==> src/rtl/icache_fetch.sv <==
// Direct-mapped instruction cache: combinational hit path for a halfword-aligned
// 32-bit fetch window (RVC straddles across words/lines), line refill over a word stream.
module icache_fetch #(
    parameter int unsigned INDEX_BIT  = 4,
    parameter int unsigned OFFSET_BIT = 4
) (
    input  logic        clk_in,
    input  logic        rst_in,
    input  logic        rdy_in,
    input  logic [31:0] pc_in,
    input  logic        inst_req,
    output logic        inst_ready,
    output logic [31:0] inst,
    output logic        mem_busy,
    output logic        fill_req,
    output logic [31:0] fill_addr,
    input  logic        fill_ready,
    input  logic [31:0] fill_data
);

    localparam int unsigned LINES      = 1 << INDEX_BIT;
    localparam int unsigned LINE_WORDS = 1 << (OFFSET_BIT - 2);
    localparam int unsigned WORD_BIT   = OFFSET_BIT - 2;
    localparam int unsigned TAG_BIT    = 32 - INDEX_BIT - OFFSET_BIT;
    localparam logic [31:0] LINE_MASK  = ~((32'd1 << OFFSET_BIT) - 32'd1);

    typedef enum logic {
        ST_IDLE,
        ST_FILL
    } state_e;

    state_e                 state_q, state_d;
    logic [LINES-1:0]       valid_q, valid_d;
    logic [TAG_BIT-1:0]     tag_q  [LINES];
    logic [31:0]            data_q [LINES][LINE_WORDS];
    logic [WORD_BIT-1:0]    cnt_q, cnt_d;
    logic                   fill_req_q, fill_req_d;
    logic [31:0]            fill_addr_q, fill_addr_d;
    logic                   mem_busy_q, mem_busy_d;
    logic [TAG_BIT-1:0]     miss_tag_q, miss_tag_d;
    logic [INDEX_BIT-1:0]   miss_idx_q, miss_idx_d;
    logic                   wr_en_c, tag_we_c;

    // Lookup: lo half at pc, hi half at pc+2 (same word, next word or next line)
    logic [31:0]          hi_pc_c, miss_addr_c;
    logic [TAG_BIT-1:0]   lo_tag_c, hi_tag_c;
    logic [INDEX_BIT-1:0] lo_idx_c, hi_idx_c;
    logic [WORD_BIT-1:0]  lo_word_c, hi_word_c;
    logic [31:0]          lo_data_c, hi_data_c;
    logic [15:0]          lo_half_c, hi_half_c;
    logic                 lo_hit_c, hi_hit_c, compressed_c;

    assign hi_pc_c   = pc_in + 32'd2;
    assign lo_tag_c  = pc_in[31 -: TAG_BIT];
    assign hi_tag_c  = hi_pc_c[31 -: TAG_BIT];
    assign lo_idx_c  = pc_in[OFFSET_BIT +: INDEX_BIT];
    assign hi_idx_c  = hi_pc_c[OFFSET_BIT +: INDEX_BIT];
    assign lo_word_c = pc_in[2 +: WORD_BIT];
    assign hi_word_c = hi_pc_c[2 +: WORD_BIT];
    assign lo_data_c = data_q[lo_idx_c][lo_word_c];
    assign hi_data_c = data_q[hi_idx_c][hi_word_c];
    assign lo_half_c = pc_in[1]   ? lo_data_c[31:16] : lo_data_c[15:0];
    assign hi_half_c = hi_pc_c[1] ? hi_data_c[31:16] : hi_data_c[15:0];
    assign lo_hit_c  = valid_q[lo_idx_c] && (tag_q[lo_idx_c] == lo_tag_c);
    assign hi_hit_c  = valid_q[hi_idx_c] && (tag_q[hi_idx_c] == hi_tag_c);
    assign compressed_c = (lo_half_c[1:0] != 2'b11);
    assign miss_addr_c  = lo_hit_c ? hi_pc_c : pc_in;

    assign inst_ready = rst_in && inst_req && lo_hit_c && (compressed_c || hi_hit_c)
                        && (state_q == ST_IDLE);
    assign inst       = {hi_half_c, lo_half_c};

    assign mem_busy  = mem_busy_q;
    assign fill_req  = fill_req_q;
    assign fill_addr = fill_addr_q;

    // State register
    always_ff @(posedge clk_in) begin
        if (!rst_in) begin
            state_q <= ST_IDLE;
        end else if (rdy_in) begin
            state_q <= state_d;
        end
    end

    // Next state
    always_comb begin
        state_d = state_q;
        case (state_q)
            ST_IDLE: if (rdy_in && inst_req && !inst_ready) state_d = ST_FILL;
            ST_FILL: if (rdy_in && fill_ready && (cnt_q == WORD_BIT'(LINE_WORDS - 1)))
                         state_d = ST_IDLE;
            default: state_d = ST_IDLE;
        endcase
    end

    // Outputs, fill counter and array write controls
    always_comb begin
        fill_req_d  = fill_req_q;
        fill_addr_d = fill_addr_q;
        cnt_d       = cnt_q;
        miss_tag_d  = miss_tag_q;
        miss_idx_d  = miss_idx_q;
        valid_d     = valid_q;
        wr_en_c     = 1'b0;
        tag_we_c    = 1'b0;
        mem_busy_d  = (state_d == ST_FILL);
        case (state_q)
            ST_IDLE: begin
                if (state_d == ST_FILL) begin
                    fill_req_d  = 1'b1;
                    fill_addr_d = miss_addr_c & LINE_MASK;
                    cnt_d       = '0;
                    miss_tag_d  = miss_addr_c[31 -: TAG_BIT];
                    miss_idx_d  = miss_addr_c[OFFSET_BIT +: INDEX_BIT];
                end
            end
            ST_FILL: begin
                if (rdy_in && fill_ready) begin
                    wr_en_c     = 1'b1;
                    cnt_d       = cnt_q + WORD_BIT'(1);
                    fill_addr_d = fill_addr_q + 32'd4;
                    if (state_d == ST_IDLE) begin
                        tag_we_c            = 1'b1;
                        valid_d[miss_idx_q] = 1'b1;
                        fill_req_d          = 1'b0;
                    end
                end
            end
            default: ;
        endcase
    end

    always_ff @(posedge clk_in) begin
        if (!rst_in) begin
            valid_q     <= '0;
            cnt_q       <= '0;
            fill_req_q  <= 1'b0;
            fill_addr_q <= 32'd0;
            mem_busy_q  <= 1'b0;
            miss_tag_q  <= '0;
            miss_idx_q  <= '0;
        end else if (rdy_in) begin
            valid_q     <= valid_d;
            cnt_q       <= cnt_d;
            fill_req_q  <= fill_req_d;
            fill_addr_q <= fill_addr_d;
            mem_busy_q  <= mem_busy_d;
            miss_tag_q  <= miss_tag_d;
            miss_idx_q  <= miss_idx_d;
        end
    end

    // Tag and data storage carry no reset; validity lives in valid_q
    always_ff @(posedge clk_in) begin
        if (rst_in && wr_en_c) begin
            data_q[miss_idx_q][cnt_q] <= fill_data;
            if (tag_we_c) tag_q[miss_idx_q] <= miss_tag_q;
        end
    end

endmodule

==> config.mk <==
export PLATFORM = sky130hd
export DESIGN_NAME = icache_fetch
export DESIGN_NICKNAME = d
export VERILOG_FILES = /design/src/rtl/icache_fetch.sv
export SDC_FILE = /design/constraint.sdc
export NUM_CORES = 2
export LEC_CHECK = 0
export CAP_MARGIN = 20
export CORE_ASPECT_RATIO = 1.75
export CORE_MARGIN = 2
export CORE_UTILIZATION = 35
export CTS_BUF_LIST = sky130_fd_sc_hd__clkbuf_2 sky130_fd_sc_hd__clkbuf_4 sky130_fd_sc_hd__clkbuf_8
export DETAILED_ROUTE_END_ITERATION = 8
export PLACE_DENSITY_LB_ADDON = 0.1
export SETUP_SLACK_MARGIN = 0.02
export SLEW_MARGIN = 40
export SYNTH_ARGS = -nofsm -noshare
export SYNTH_HDL_FRONTEND = slang
export SYNTH_SLANG_ARGS = --single-unit
==> constraint.sdc <==
create_clock -name clk_in -period 11.47 [get_ports clk_in]
set_input_delay 2.8675 -clock clk_in [delete_from_list [all_inputs] [get_ports clk_in]]
set_output_delay 2.8675 -clock clk_in [all_outputs]
set_load 0.03 [all_outputs]
==> PnR_summary.wiki <==
{| class="wikitable"
! Metric !! Value
|-
| Main combinational cell family by area after synthesis || multiplexers
|-
| Library cells used by synthesis || 91
|-
| Status || finished clean
|-
| Net count of the finished layout || 6,109
|-
| CORE AREA || 0.3366 mm²
|-
| Async S/R FF share, synth || 0%
|-
| RD Place Congestion || 0.8827
|-
| Setup repair after global routing missed its margin || no
|-
| Die extent in x || 443.3 µm
|-
| Wire length of the first global-routing pass || 617,800 µm
|-
| CTS-repair resized insts || 0
|-
| Total wire length || 457,900 µm
|-
| Area of combinational cells with multiple inputs || 0.04232 mm²
|-
| Post-Synth Simple-Gate Area || 2.651%
|-
| Hold path startpoint || valid_q[15]
|-
| Clk Tree Root Cell || sky130_fd_sc_hd__clkbuf_8
|-
| Critical Path End Type || primary output
|-
| Finish-stage setup viols || 0
|-
| Crit start category || input pin
|-
| Final HPWL from detailed placement || 273,100 µm
|-
| Hold Buf Count CTS || 0
|-
| Iteration-0 DRC count of the detailed router || 6,962
|-
| Complex-gate fraction of the synthesized area || 2.253%
|-
| Number of antenna violations at the first check in global routing || 32
|-
| Final Max Slew Viols || 0
|-
| Fraction of layout instances using a drive strength above 1 || 41.23%
|-
| Aggregate global routing overflow || 0
|-
| Die height || 772.7 µm
|-
| Number of failing hold endpoints at the final stage || 0
|-
| CTS tree || built
|-
| Critical register-to-register path startpoint || tag_q[0][7]
|-
| Post-synthesis xor/xnor area fraction || 0.7252%
|-
| Number of vias per cell after detailed routing || 6.261
|-
| Tcrit/Tclk final || 94.81%
|-
| Number of standard-cell rows in the floorplan || 282
|-
| Number of buffers inserted during clock tree synthesis || 397
|-
| Max Clock Skew || 70.88 ps
|-
| End of the worst register-to-register path || fill_addr[19]
|-
| Final cell utilization of the core || 39.96%
|-
| Leading cell types by total area after synthesis || sky130_fd_sc_hd__edfxtp_1, sky130_fd_sc_hd__mux4_2, sky130_fd_sc_hd__dfxtp_1, sky130_fd_sc_hd__clkbuf_1, sky130_fd_sc_hd__mux2i_1
|-
| Worst-skew pair later-pin latency || 1070 ps
|-
| Pin count of the biggest net entering global routing || 96
|-
| Logic depth of the worst register-to-register path || 12
|-
| Category of the most critical setup path || input pin to primary output
|-
| FF+latch area || 0.07460 mm²
|-
| Seq/Total Area, Yosys || 63.12%
|-
| Data required time of the critical path || 8600 ps
|-
| Leakage power || 0.04128 µW
|-
| Clk slew on worst S/H paths || 60 ps
|-
| Total power density per cell area || 149.1 mW/mm²
|-
| Worst-case headroom to the max-slew limit || 34.36%
|-
| Warnings from Yosys || 0
|-
| Period minus WS final || 10,880 ps
|-
| Count of flip-flops with a built-in enable after synthesis || 2,432
|-
| All-layer global routing usage || 26.56%
|-
| Register-to-register path setup slack || 6760 ps
|-
| Max-cap violation count || 0
|-
| Number of buffers inserted by port buffering || 132
|-
| Proportion of netlist area held by the largest area contributor || 61.79%
|-
| Overall power after layout || 20,060 µW
|-
| Primary flip-flop cell chosen by synthesis mapping || sky130_fd_sc_hd__edfxtp_1
|-
| Ports || 136
|-
| Peak Freq || 91.95 MHz
|-
| Number of fill cells || 30,110
|-
| TNS Setup || 0 ps
|-
| Post-CTS setup buffer count || 0
|-
| Peak supply drop || 90.26 µV
|-
| Synthesized instance count || 5,710
|-
| Hold path endpoint || valid_q[15]
|-
| Top fanout value on the critical path || 24
|-
| Buffer depth of the longest clock path || 4
|-
| Number of optimization iterations in the first detailed-route pass || 5
|-
| Number of sinks on the clock net || 2,510
|-
| Avg Cell Area, Syn || 20.70 µm²
|-
| Actual slew at the worst max-slew pin || 984.6 ps
|-
| Hold Path Stages || 1
|-
| Htree depth || 5
|-
| Detail Route Antenna Nets || 0
|-
| Effective utilization at floorplan || 35.11%
|-
| Die Footprint || 0.3425 mm²
|-
| Class of the most critical hold timing path || register to register
|-
| Data arrival time at the worst-slack endpoint || 8010 ps
|-
| DRC violations left || 0
|-
| Netlist area before placement || 0.1182 mm²
|-
| Number of register bits inferred by synthesis || 2,510
|-
| Multiplexer share of the synthesized area || 29.43%
|-
| Synth-to-layout area growth || 13.83%
|-
| Synth Area in Adders || 0.06352%
|-
| Number of global-route vias before repair || 70,850
|-
| Cell accounting for the most synthesized area || sky130_fd_sc_hd__edfxtp_1
|-
| Count of vias placed by the detailed router || 67,310
|-
| Wire per inst || 42.59 µm
|}
metrics by stage:
step / hold slack, ps / worst slack, ps / cells / cell area (µm²)
after floorplan: 438.3 / 1104 / 5711 / 118200
after global placement: 453.9 / 655.3 / 10010 / 125700
after detailed placement: 464.4 / 678.3 / 10040 / 126700
after CTS: 485.0 / 650.0 / 10740 / 134500
after global routing: 501.7 / 561.4 / 10750 / 134500
final: 485.6 / 594.8 / 10750 / 134500
where the power goes:
group          leakage [µW]  total, µW  switching, µW  internal (µW)
Clock               0.00413       7830           3800           4030
Combinational        0.0145       2120           1230            890
Sequential           0.0227      10100           45.4          10100
metal layers:
layer	track usage (%)	wire (µm)	vias to the layer above
met2	47.65	240500	2909
met3	4.050	26390	877
met1	30.53	162900	37750
met5	0	27	-
met4	14.05	28070	4
li1	-	-	25770
layout by cell type (no fill, tap or decap), drive strengths merged, types with 13 or more instances in the layout:
| master | instances |
|---|---|
| o211ai | 23 |
| a21o | 20 |
| a31oi | 31 |
| clkdlybuf4s50 | 75 |
| o31a | 13 |
| clkbuf | 530 |
| nor2 | 142 |
| nand2 | 178 |
| a211oi | 39 |
| buf | 314 |
| xnor2 | 65 |
| a2111oi | 17 |
| mux4 | 1493 |
| dfxtp | 78 |
| nand4 | 45 |
| nor3 | 53 |
| mux2 | 38 |
| a22oi | 15 |
| bufinv | 15 |
| nand3 | 85 |
| and3 | 40 |
| inv | 25 |
| mux2i | 72 |
| clkinv | 140 |
| nand2b | 18 |
| o21ai | 53 |
| edfxtp | 2432 |
| xor2 | 32 |
| a21oi | 76 |
| a221oi | 15 |
state kept, by name, indices dropped and copies added, names as in the netlist:
signal	flops
fill_req	1
miss_tag_q	24
valid_q	16
miss_idx_q	4
fill_addr	30
tag_q	384
mem_busy	1
cnt_q	2
data_q	2048
critical path, stage by stage:
cell,delay [ps]
sky130_fd_sc_hd__buf_6,240
sky130_fd_sc_hd__ha_4,310
sky130_fd_sc_hd__and3_1,290
sky130_fd_sc_hd__xnor2_4,700
sky130_fd_sc_hd__buf_4,330
sky130_fd_sc_hd__mux4_2,510
sky130_fd_sc_hd__a22oi_1,230
sky130_fd_sc_hd__nand3_1,380
sky130_fd_sc_hd__xnor2_1,360
sky130_fd_sc_hd__o2111ai_1,150
sky130_fd_sc_hd__nor4b_1,440
sky130_fd_sc_hd__nand4_1,320
sky130_fd_sc_hd__a2111oi_0,530
sky130_fd_sc_hd__buf_4,200
sky130_fd_sc_hd__buf_12,110
layout make-up:
class                   instances  area share, %
well taps                    4402          4.094
flip-flops and latches       2510          55.45
repair buffers                389          3.152
multi-input cells            2721          31.46
diodes                         12        0.02232
inverters                      15        0.04185
clock inverters               172         0.9468
clock buffers                 530          4.827
cells in the mapped netlist, drive strengths merged, types with 8 or more instances:
cell type / number
edfxtp: 2432
mux4: 1493
clkbuf: 255
buf: 210
nand2: 178
nor2: 142
nand3: 85
dfxtp: 78
a21oi: 76
mux2i: 72
xnor2: 65
nor3: 53
o21ai: 53
nand4: 45
and3: 40
a211oi: 39
mux2: 38
xor2: 32
a31oi: 31
o211ai: 23
a21o: 20
nand2b: 18
a2111oi: 17
a221oi: 15
a22oi: 15
inv: 15
o31a: 13
nor2b: 12
nor4: 12
a21boi: 10
and2: 10
a311oi: 9
or3: 9
or4: 9
o21a: 8
kinds of logic after synthesis:
group,count (synthesis)
muxes,1603
adders and majority gates,6
and+or+nand+nor,636
AOI/OAI and AO/OA,377
DFF,2510
buffers and inverters,480
other,1
xor gates and xnor gates,97
worst max path at each step:
stage | from | to
detailed placement | pc_in[4] | inst_ready
global route | pc_in[2] | inst_ready
finish | pc_in[2] | inst_ready
floorplan | pc_in[1] | inst_ready
CTS | pc_in[4] | inst_ready
global placement | pc_in[4] | inst_ready
Power figures use the tool's default switching activity.
